<file path="src/rtl/mips_pkg.sv">
// Shared fetch-stage types and constants: FSM encoding, instruction width, bubble word, PC step.
// Latency: none (declarations only).
// Backpressure: not applicable.
package mips_pkg;

  localparam int INSTR_W = 32;
  localparam logic [INSTR_W-1:0] NOP_INSTR = 32'h0;
  localparam int PC_STEP = 4;

  typedef enum logic [1:0] {
    BOOT = 2'd0,
    RUN  = 2'd1,
    HALT = 2'd2
  } fetch_state_t;

endpackage

</file>
<file path="src/rtl/fetch_stage_next_pc_sel.sv">
// Next-PC priority mux: branch > jump > stall-hold > PC+4, word-aligned, wrapping mod 2^PC_W.
// Latency: purely combinational.
// Backpressure: stall only holds the PC when no redirect is present.
module next_pc_sel
  import mips_pkg::*;
#(
  parameter int PC_W = 8
) (
  input  logic [PC_W-1:0] pc_i,
  input  logic            stall_i,
  input  logic            branch_taken_i,
  input  logic [PC_W-1:0] branch_target_i,
  input  logic            jump_i,
  input  logic [PC_W-3:0] jump_index_i,
  output logic [PC_W-1:0] pc_plus4_o,
  output logic [PC_W-1:0] next_pc_o
);

  localparam logic [PC_W-1:0] STEP = PC_W'(PC_STEP);

  // Branch target low bits are dropped by alignment; collect them so they are not flagged.
  logic unused_bt_lsb;
  assign unused_bt_lsb = ^branch_target_i[1:0];

  // Priority select: the branch belongs to the older instruction, so it beats the jump.
  always_comb begin
    pc_plus4_o = pc_i + STEP;
    if (branch_taken_i) begin
      next_pc_o = {branch_target_i[PC_W-1:2], 2'b00};
    end else if (jump_i) begin
      next_pc_o = {jump_index_i, 2'b00};
    end else if (stall_i) begin
      next_pc_o = pc_i;
    end else begin
      next_pc_o = pc_plus4_o;
    end
  end

endmodule

</file>
<file path="src/rtl/fetch_stage.sv">
// Instruction fetch: PC register, IM word address, IF/ID register, BOOT/RUN/HALT gating.
// Latency: instruction at PC=A appears on if_id_* one edge later; first fetch two edges after reset.
// Backpressure: stall holds PC and IF/ID; flush/redirect insert a bubble. FETCH_STATS_EN adds counters.
module fetch_stage
  import mips_pkg::*;
#(
  parameter int              PC_W     = 8,
  parameter int              IM_AW    = 6,
  parameter logic [PC_W-1:0] RESET_PC = 8'h00
) (
  input  logic               CLK,
  input  logic               RSTn,
  input  logic               stall,
  input  logic               flush,
  input  logic               branch_taken,
  input  logic [PC_W-1:0]    branch_target,
  input  logic               jump,
  input  logic [PC_W-3:0]    jump_index,
  input  logic               halt_req,
  output logic [IM_AW-1:0]   im_addr,
  input  logic [INSTR_W-1:0] im_instr,
  output logic [INSTR_W-1:0] if_id_instr,
  output logic [PC_W-1:0]    if_id_pc4,
  output logic               if_id_valid,
`ifdef FETCH_STATS_EN
  output logic [31:0]        fetch_count,
  output logic [31:0]        stall_count,
`endif
  output logic               halted
);

  fetch_state_t state_q, state_d;
  logic [PC_W-1:0]    pc_q, pc_d;
  logic [INSTR_W-1:0] instr_q, instr_d;
  logic [PC_W-1:0]    pc4_q, pc4_d;
  logic               valid_q, valid_d;
  logic [PC_W-1:0]    pc_plus4, pc_sel;
  logic               run_en, redirect, kill, load;

  next_pc_sel #(.PC_W(PC_W)) u_next_pc_sel (
    .pc_i            (pc_q),
    .stall_i         (stall),
    .branch_taken_i  (branch_taken),
    .branch_target_i (branch_target),
    .jump_i          (jump),
    .jump_index_i    (jump_index),
    .pc_plus4_o      (pc_plus4),
    .next_pc_o       (pc_sel)
  );

  assign im_addr  = pc_q[PC_W-1:2];
  assign redirect = branch_taken | jump;
  assign kill     = flush | redirect;
  assign load     = run_en & ~kill & ~stall;

  // FSM state register.
  always_ff @(posedge CLK or negedge RSTn) begin
    if (!RSTn) state_q <= BOOT;
    else       state_q <= state_d;
  end

  // FSM next state: one BOOT cycle, RUN until halt_req, HALT until reset.
  always_comb begin
    state_d = state_q;
    case (state_q)
      BOOT:    state_d = RUN;
      RUN:     if (halt_req) state_d = HALT;
      HALT:    state_d = HALT;
      default: state_d = BOOT;
    endcase
  end

  // FSM outputs: fetch enable and halted flag.
  always_comb begin
    run_en = 1'b0;
    halted = 1'b0;
    case (state_q)
      RUN:     run_en = 1'b1;
      HALT:    halted = 1'b1;
      default: ;
    endcase
  end

  // Next-state for PC and IF/ID; im_instr is only looked at on a real load.
  always_comb begin
    pc_d    = pc_q;
    instr_d = instr_q;
    pc4_d   = pc4_q;
    valid_d = valid_q;
    if (run_en) begin
      pc_d = pc_sel;
      if (kill) begin
        instr_d = NOP_INSTR;
        pc4_d   = '0;
        valid_d = 1'b0;
      end else if (!stall) begin
        instr_d = im_instr;
        pc4_d   = pc_plus4;
        valid_d = 1'b1;
      end
    end else if (state_q == HALT) begin
      valid_d = 1'b0;
    end
  end

  // PC and IF/ID registers.
  always_ff @(posedge CLK or negedge RSTn) begin
    if (!RSTn) begin
      pc_q    <= RESET_PC;
      instr_q <= NOP_INSTR;
      pc4_q   <= '0;
      valid_q <= 1'b0;
    end else begin
      pc_q    <= pc_d;
      instr_q <= instr_d;
      pc4_q   <= pc4_d;
      valid_q <= valid_d;
    end
  end

  assign if_id_instr = instr_q;
  assign if_id_pc4   = pc4_q;
  assign if_id_valid = valid_q;

`ifdef FETCH_STATS_EN
  logic [31:0] fetch_cnt_q, stall_cnt_q;
  logic        stall_evt;

  assign stall_evt = run_en & stall & ~redirect;

  // Saturating fetch/stall counters; they only move in RUN, so HALT freezes them.
  always_ff @(posedge CLK or negedge RSTn) begin
    if (!RSTn) begin
      fetch_cnt_q <= '0;
      stall_cnt_q <= '0;
    end else begin
      if (load && fetch_cnt_q != 32'hFFFF_FFFF) fetch_cnt_q <= fetch_cnt_q + 32'd1;
      if (stall_evt && stall_cnt_q != 32'hFFFF_FFFF) stall_cnt_q <= stall_cnt_q + 32'd1;
    end
  end

  assign fetch_count = fetch_cnt_q;
  assign stall_count = stall_cnt_q;
`endif

endmodule

</file>
<file path="config.mk">
export PLATFORM = sky130hd
export DESIGN_NAME = fetch_stage
export DESIGN_NICKNAME = d
export VERILOG_FILES = /design/src/rtl/mips_pkg.sv /design/src/rtl/fetch_stage_next_pc_sel.sv /design/src/rtl/fetch_stage.sv
export SDC_FILE = /design/constraint.sdc
export NUM_CORES = 1
export LEC_CHECK = 0
export CORE_ASPECT_RATIO = 1.75
export CORE_MARGIN = 2
export CORE_UTILIZATION = 55
export CTS_CLUSTER_SIZE = 14
export DETAILED_ROUTE_END_ITERATION = 7
export DONT_BUFFER_PORTS = 1
export GPL_TIMING_DRIVEN = 0
export PLACE_DENSITY_LB_ADDON = 0.08
export SLEW_MARGIN = 20
export SYNTH_ARGS = -nofsm -noshare
export SYNTH_HDL_FRONTEND = slang
export SYNTH_HIERARCHICAL = 1
export SYNTH_SLANG_ARGS = --single-unit
</file>
<file path="constraint.sdc">
create_clock -name CLK -period 3.6 [get_ports CLK]
set_clock_uncertainty 0.05 [all_clocks]
set_input_delay 0.72 -clock CLK [delete_from_list [all_inputs] [get_ports CLK]]
set_output_delay 0.72 -clock CLK [all_outputs]
set_load 0.005 [all_outputs]
</file>
==> results of run 1 <==
## stage by stage
stage | std cells | hold WS [ps] | total power, mW | util
3_5_place_dp | 228 | 375.6 | 1.372 | 0.5861
4_1_cts | 235 | 47.18 | 1.760 | 0.6117
5_1_grt | 235 | 34.75 | 1.854 | 0.6117
6_report | 235 | 59.37 | 1.738 | 0.6117
2_1_floorplan | 179 | 374.4 | 1.256 | -
3_3_place_gp | 228 | 375.4 | 1.345 | 0.5861
## cell type report
cell class                      instances  area [um2]
Buffer                                 21       178.9
Tap cell                               49       61.31
Clock inverter                          2       37.54
Fill cell                             334        1612
Clock buffer                            5       68.82
Sequential cell                        51        1276
Inverter                                4       15.01
Multi-Input combinational cell        103       900.9
## flip-flops by register name, summed over array words and instances (netlist names)
register,flops
if_id_valid,1
if_id_instr,32
state_q,2
pc_q,8
if_id_pc4,8
## synth_stat cells (2+ instances only)
cell	instances	share of area
dfrtp_1	51	0.54
a22o_2	23	0.097
a22o_1	17	0.063
buf_4	10	0.032
mux2_2	9	0.043
nand2_1	9	0.014
buf_6	8	0.038
o21ai_0	6	0.013
xnor2_1	5	0.018
ha_1	4	0.021
inv_1	4	0.0063
mux2i_1	4	0.017
a21oi_1	3	0.0063
nand2b_1	3	0.0079
xor2_1	3	0.011
buf_2	2	0.0042
nand3_1	2	0.0042
nor2_1	2	0.0032
nor3b_1	2	0.0063
o21ai_1	2	0.0042
## how the worst min path moves through the flow
stage          slack [ps]               to  startpoint
2_1_floorplan         370   if_id_instr[0]        RSTn
3_3_place_gp          380  if_id_instr[15]        RSTn
3_5_place_dp          380  if_id_instr[15]        RSTn
4_1_cts                50          pc_q[0]        RSTn
5_1_grt                30  if_id_instr[15]        RSTn
6_report               60  if_id_instr[15]        RSTn
## power breakdown
group	internal, mW	leakage [nW]	switching (mW)	total, mW
registers	0.691	0.692	0.123	0.814
clock network	0.203	0.0502	0.180	0.383
logic	0.291	0.492	0.250	0.541
total	1.19	1.23	0.553	1.74
## metal layers
layer	global-route usage	vias to the layer above	part of all wire
met2	0.3210	67	0.53
met4	0.08120	0	0.020
met1	0.2383	699	0.38
met5	0	-	0
met3	0.05132	10	0.073
li1	-	657	-
## cell families (layout without fill, tap and decap cells)
kind of cell,Yosys count,count (layout),share of synthesized area
xor gates and xnor gates,8,8,0.02955
AOI/OAI and AO/OA,54,54,0.2011
muxes,13,13,0.05963
buffers and inverters,25,32,0.08179
and+or+nand+nor,24,24,0.06860
DFF,51,51,0.5383
adders and majority gates,4,4,0.02111
==> summary.txt, run 1 <==
Clocking
  • Post_cts resized: 0
  • Clock transition at path regs: 90 ps
  • CTS Hold Bufs: 0
  • Maximum buffer depth of the clock tree: 2
  • CTS tree: built
  • Post-CTS Setup Bufs: 0
  • Latest clock arrival within the worst-skew pair: 290 ps
  • H-tree Lvls: 2
  • Num CTS Buffers: 5
  • Root buf cell: clkbuf_8
  • Clock sink total: 51

Setup path
  • CP startpoint: pc_q[2]
  • R2r startpoint: pc_q[2]
  • Reg2Reg Capture Point: pc_q[6]
  • CP max-delay cell: dfrtp_1
  • Worst reg-to-reg path cell count: 6
  • Number of cells on the critical path: 1
  • Max FO, Critical Path: 7
  • Crit-path cells: buf_4
  • Critical Path AT: 990 ps
  • Worst path required time: 2830 ps
  • Kind of critical path: reg -> out
  • Crit path capture: im_addr[0]
  • Crit path max-delay family: flip-flops
  • Buf+Inv Stages, Crit Path: 1
  • FF-to-FF setup slack: 1870 ps
  • Crit. End Element: output pin
  • Critical Path Max Stage Delay: 520 ps
  • Worst Setup Start Kind: flip-flop

Logic synthesis
  • Post-Synthesis Cells: 179
  • Synth Register Bits: 51
  • Synthesis warning total: 6
  • Cell variety after synth: 30
  • Syn Nets: 236
  • EDFF count, synth: 0
  • Sequential share of the synthesized area: 0.5383
  • Post-synth ARST share: 1.000
  • Synth Area per Inst: 13.25 um2
  • Top_reg_cell synth: dfrtp_1
  • Mapped Area: 2371 um2

Timing
  • Setup TNS: 0 ps
  • Worst-Margin Slew: 482.6 ps
  • Final worst-path setup slack: 1840 ps
  • Final hold vios: 0
  • Slew headroom: 0.6772
  • Clock period minus worst slack: 1760 ps
  • Max Clk Rate: 568.1 MHz
  • RSZ-0062 raised after global routing: no
  • Max Slew Vio Count: 0
  • Final setup fails: 0
  • Final period util: 0.4889

Drt
  • WL/cell: 19.74 um
  • Routed Antenna Nets: 0
  • Final wirelength: 4640 um
  • Drt pass-1 iters: 4
  • Vias: 1,433
  • Drt drc: 0
  • DRT iter0 DRCs: 23
  • Via density per instance: 6.098

Global route
  • Vias in the first global route: 1,518
  • First-pass GRT wire length: 7224 um
  • Pin count of the biggest net entering global routing: 52
  • Total grt overflow: 0
  • GRT Overall Usage: 0.1972
  • Initial antenna violation count: 0

Floorplan
  • Placement row count: 31
  • Die H: 90.86 um
  • Chip Width: 53.63 um
  • Total die area: 4873 um2
  • Initial core utilization: 0.5713
  • I/O pins: 101
  • Core ar.: 4150 um2

Pwr
  • Pwr Density: 684.7 nW/um2
  • IR drop worst, VDD: 0.4379 mV
  • Static Leakage: 1.234 nW

Layout
  • Area growth from synthesis to layout: 7.071%
  • Nets: 243
  • Commonest non-fill, non-tap cell in the layout: dfrtp_1
  • Post-route cell area: 2539 um2
  • Layout cells sized above 1: 0.3387
  • Antenna diode count: 0
  • Commonest non-fill, non-tap cells in the layout: dfrtp_1, a22o_2, a22o_1

Placement
  • Post-DP Area: 2432 um2
  • DP HPWL: 3436 um
  • IO Port Bufs: 0
  • Post-Place Setup Slack: 1735 ps
  • RePlAce Congestion: 0.7090

Min path
  • Hold Path Class: in -> async

Status
  • Status: finished, final reports clean

Job
  • MaxCap Viol Count: 0
No activity file was read; power rests on OpenSTA's default activity.
==> run 2: changes to the inputs <==
==> constraint.sdc (replaced) <==
create_clock -name CLK -period 1.5 [get_ports CLK]
set_clock_uncertainty 0.05 [all_clocks]
set_input_delay 0.3 -clock CLK [delete_from_list [all_inputs] [get_ports CLK]]
set_output_delay 0.3 -clock CLK [all_outputs]
set_load 0.005 [all_outputs]
==> run 2 against run 1 <==
The flow now finishes with violations (hold timing, setup timing). First-iteration DRC count up 13%. Sequential share of layout area is 3.5 points lower. Sequential power is 140% higher. Setup slack worse by 2000 ps. Final area is 7.9% higher. Clock-buffer cell count unchanged. Via count rose by 6.1%. Register-to-register slack worse by 2000 ps. Die area unchanged. Non-clock buffer count rose by 14. Hold slack worse by 420 ps. Critical path type is now reg -> reg.
==> summary.txt, run 2 (synthesis results as in run 1) <==
Status
  • Status: finished with violations (was finished, final reports clean)
  • Failing checks: hold timing, setup timing

Floorplan
  • I/O pins: 101 (unchanged)
  • Total die area: 4873 um2 (unchanged)
  • Placement row count: 31 (unchanged)
  • Core ar.: 4150 um2 (unchanged)
  • Initial core utilization: 0.5713 (unchanged)
  • Die H: 90.86 um (unchanged)
  • Chip Width: 53.63 um (unchanged)

Timing
  • Final period util: 1.116
  • Max Slew Vio Count: 0 (unchanged)
  • Max Clk Rate: 597.2 MHz
  • Hold_ws: -361.5 ps (was 59.37 ps)
  • RSZ-0062 raised after global routing: yes (was no)
  • Final worst-path setup slack: -174.4 ps (was 1840 ps)
  • Slew headroom: 0.6933 (was 0.6772)
  • Clock period minus worst slack: 1674 ps
  • Worst-Margin Slew: 458.6 ps (was 482.6 ps)
  • Final setup fails: 42 (was 0)
  • Final hold vios: 51 (was 0)

Layout
  • Antenna diode count: 0 (unchanged)
  • Fill count: 310 (was 334)
  • Non-filler instance count after layout: 249 (was 235)
  • Post-layout util: 0.6599 (was 0.6117)
  • Reg area: 1280 um2 (was 1276 um2)
  • Layout cells sized above 1: 0.4250 (was 0.3387)
  • Commonest non-fill, non-tap cells in the layout: dfrtp_1, buf_4, a22o_2 (was dfrtp_1, a22o_2, a22o_1)
  • Nets: 257 (was 243)
  • Max reg flops: 32 (unchanged)
  • Multi-input gate area: 983.4 um2 (was 900.9 um2)
  • Commonest non-fill, non-tap cell in the layout: dfrtp_1 (unchanged)
  • Area growth from synthesis to layout: 15.51% (was 7.071%)

Setup path
  • Critical Path AT: 1860 ps (was 990 ps)
  • Crit. End Element: flip-flop (was output pin)
  • Worst reg-to-reg path cell count: 6 (unchanged)
  • Worst Setup Start Kind: flip-flop (unchanged)
  • FF-to-FF setup slack: -170 ps (was 1870 ps)
  • Critical Path Max Stage Delay: 500 ps (was 520 ps)
  • CP max-delay cell: or4b_4 (was dfrtp_1)
  • Crit path max-delay family: simple AND/OR/NAND/NOR gates (was flip-flops)
  • Kind of critical path: reg -> reg (was reg -> out)
  • R2r startpoint: state_q[1] (was pc_q[2])
  • Max FO, Critical Path: 10 (was 7)
  • Number of cells on the critical path: 6 (was 1)
  • Worst path required time: 1680 ps (was 2830 ps)
  • Reg2Reg Capture Point: if_id_instr[18] (was pc_q[6])
  • Buf+Inv Stages, Crit Path: 2 (was 1)
  • Crit-path cells: inv_2, ha_4, or4b_4, nor2_8, buf_6, a22o_1 (was buf_4)

Pwr
  • Static Leakage: 1.342 nW (was 1.234 nW)
  • IR drop worst, VDD: 1.376 mV (was 0.4379 mV)
  • Pwr Density: 1698 nW/um2 (was 684.7 nW/um2)
  • Pwr Total: 4.650 mW (was 1.738 mW)

Min path
  • Hold Path Class: in -> async (unchanged)

Placement
  • DP HPWL: 3343 um (was 3436 um)
  • IO Port Bufs: 0 (unchanged)
  • RePlAce Congestion: 0.7024 (was 0.7090)
  • Placed cells: 228 (unchanged)

Global route
  • Pin count of the biggest net entering global routing: 52 (unchanged)
  • Total grt overflow: 0 (unchanged)
  • Vias in the first global route: 1,539 (was 1,518)
  • Initial antenna violation count: 0 (unchanged)
  • GRT Overall Usage: 0.1961 (was 0.1972)
  • First-pass GRT wire length: 7245 um (was 7224 um)

Drt
  • Routed Antenna Nets: 0 (unchanged)
  • DRT iter0 DRCs: 26 (was 23)
  • WL/cell: 18.88 um (was 19.74 um)
  • Final wirelength: 4702 um (was 4640 um)
  • Drt pass-1 iters: 4 (unchanged)
  • Vias: 1,521 (was 1,433)
  • Drt drc: 0 (unchanged)
  • Via density per instance: 6.108 (was 6.098)

Clocking
  • Root buf cell: clkbuf_8 (unchanged)
  • Clock sink total: 51 (unchanged)
  • Clock transition at path regs: 90 ps (about the same)
  • Latest clock arrival within the worst-skew pair: 290 ps (about the same)
  • CTS tree: built (unchanged)
  • Maximum buffer depth of the clock tree: 2 (unchanged)
  • Num CTS Buffers: 5 (unchanged)
  • H-tree Lvls: 2 (unchanged)

Job
  • MaxCap Viol Count: 0 (unchanged)
run 2: per-layer routing:
metal / wire, um / up-vias / track usage / share of wire
li1: - / 687 / - / -
met1: 1811 / 749 / 0.2290 / 0.39
met2: 2465 / 77 / 0.3323 / 0.52
met3: 337 / 8 / 0.03974 / 0.072
met4: 88 / 0 / 0.08333 / 0.019
met5: 0 / - / 0 / 0
run 2: worst reg2reg max path: stages (launching register included):
cell     delay [ps]
dfrtp_1         400
inv_2            90
ha_4            130
or4b_4          500
nor2_8          160
buf_6           150
a22o_1          140
run 2: layout make-up:
type                            instances  share of cell area
Multi-Input combinational cell        103              0.3591
Tap cell                               49             0.02238
Sequential cell                        51              0.4673
Clock buffer                            5             0.02513
Buffer                                 21             0.06715
Inverter                                4            0.005482
Timing Repair Buffer                   14             0.03974
Clock inverter                          2             0.01370
run 2: per-stage QoR:
step | instance area, um2 | setup slack, ps | TNS, ps | hold WS [ps]
2_1_floorplan | 2389 | -43.08 | -1646 | -45.59
3_3_place_gp | 2450 | -155.9 | -5078 | -44.68
3_5_place_dp | 2450 | -162.2 | -6025 | -44.63
4_1_cts | 2636 | -179.0 | -6738 | -370.4
5_1_grt | 2739 | -237.5 | -8816 | -391.5
6_report | 2739 | -174.4 | -6373 | -361.5
run 2: repair_timing:
| action | CTS | global route |
|---|---|---|
| buffers inserted | 8 | 5 |
| gates resized for setup | 6 | 15 |
| setup endpoints to repair | 44 | 46 |
| endpoints found under the hold margin | 51 | 51 |
| cloned | 0 | 1 |
| pin swaps | 1 | 7 |
run 2: how the worst max path moves through the flow:
stage | from | endpoint | slack [ps]
floorplan | state_q[1] | if_id_instr[0] | -40
global placement | state_q[1] | if_id_instr[14] | -160
detailed placement | state_q[1] | if_id_instr[7] | -160
CTS | state_q[1] | if_id_instr[15] | -180
global route | state_q[1] | if_id_instr[9] | -240
finish | state_q[1] | if_id_instr[18] | -170
run 2: report_power, final:
part,switching (mW),total (mW),internal [mW]
clock,0.426,0.913,0.488
sequential,0.288,1.96,1.67
combinational,0.733,1.78,1.05
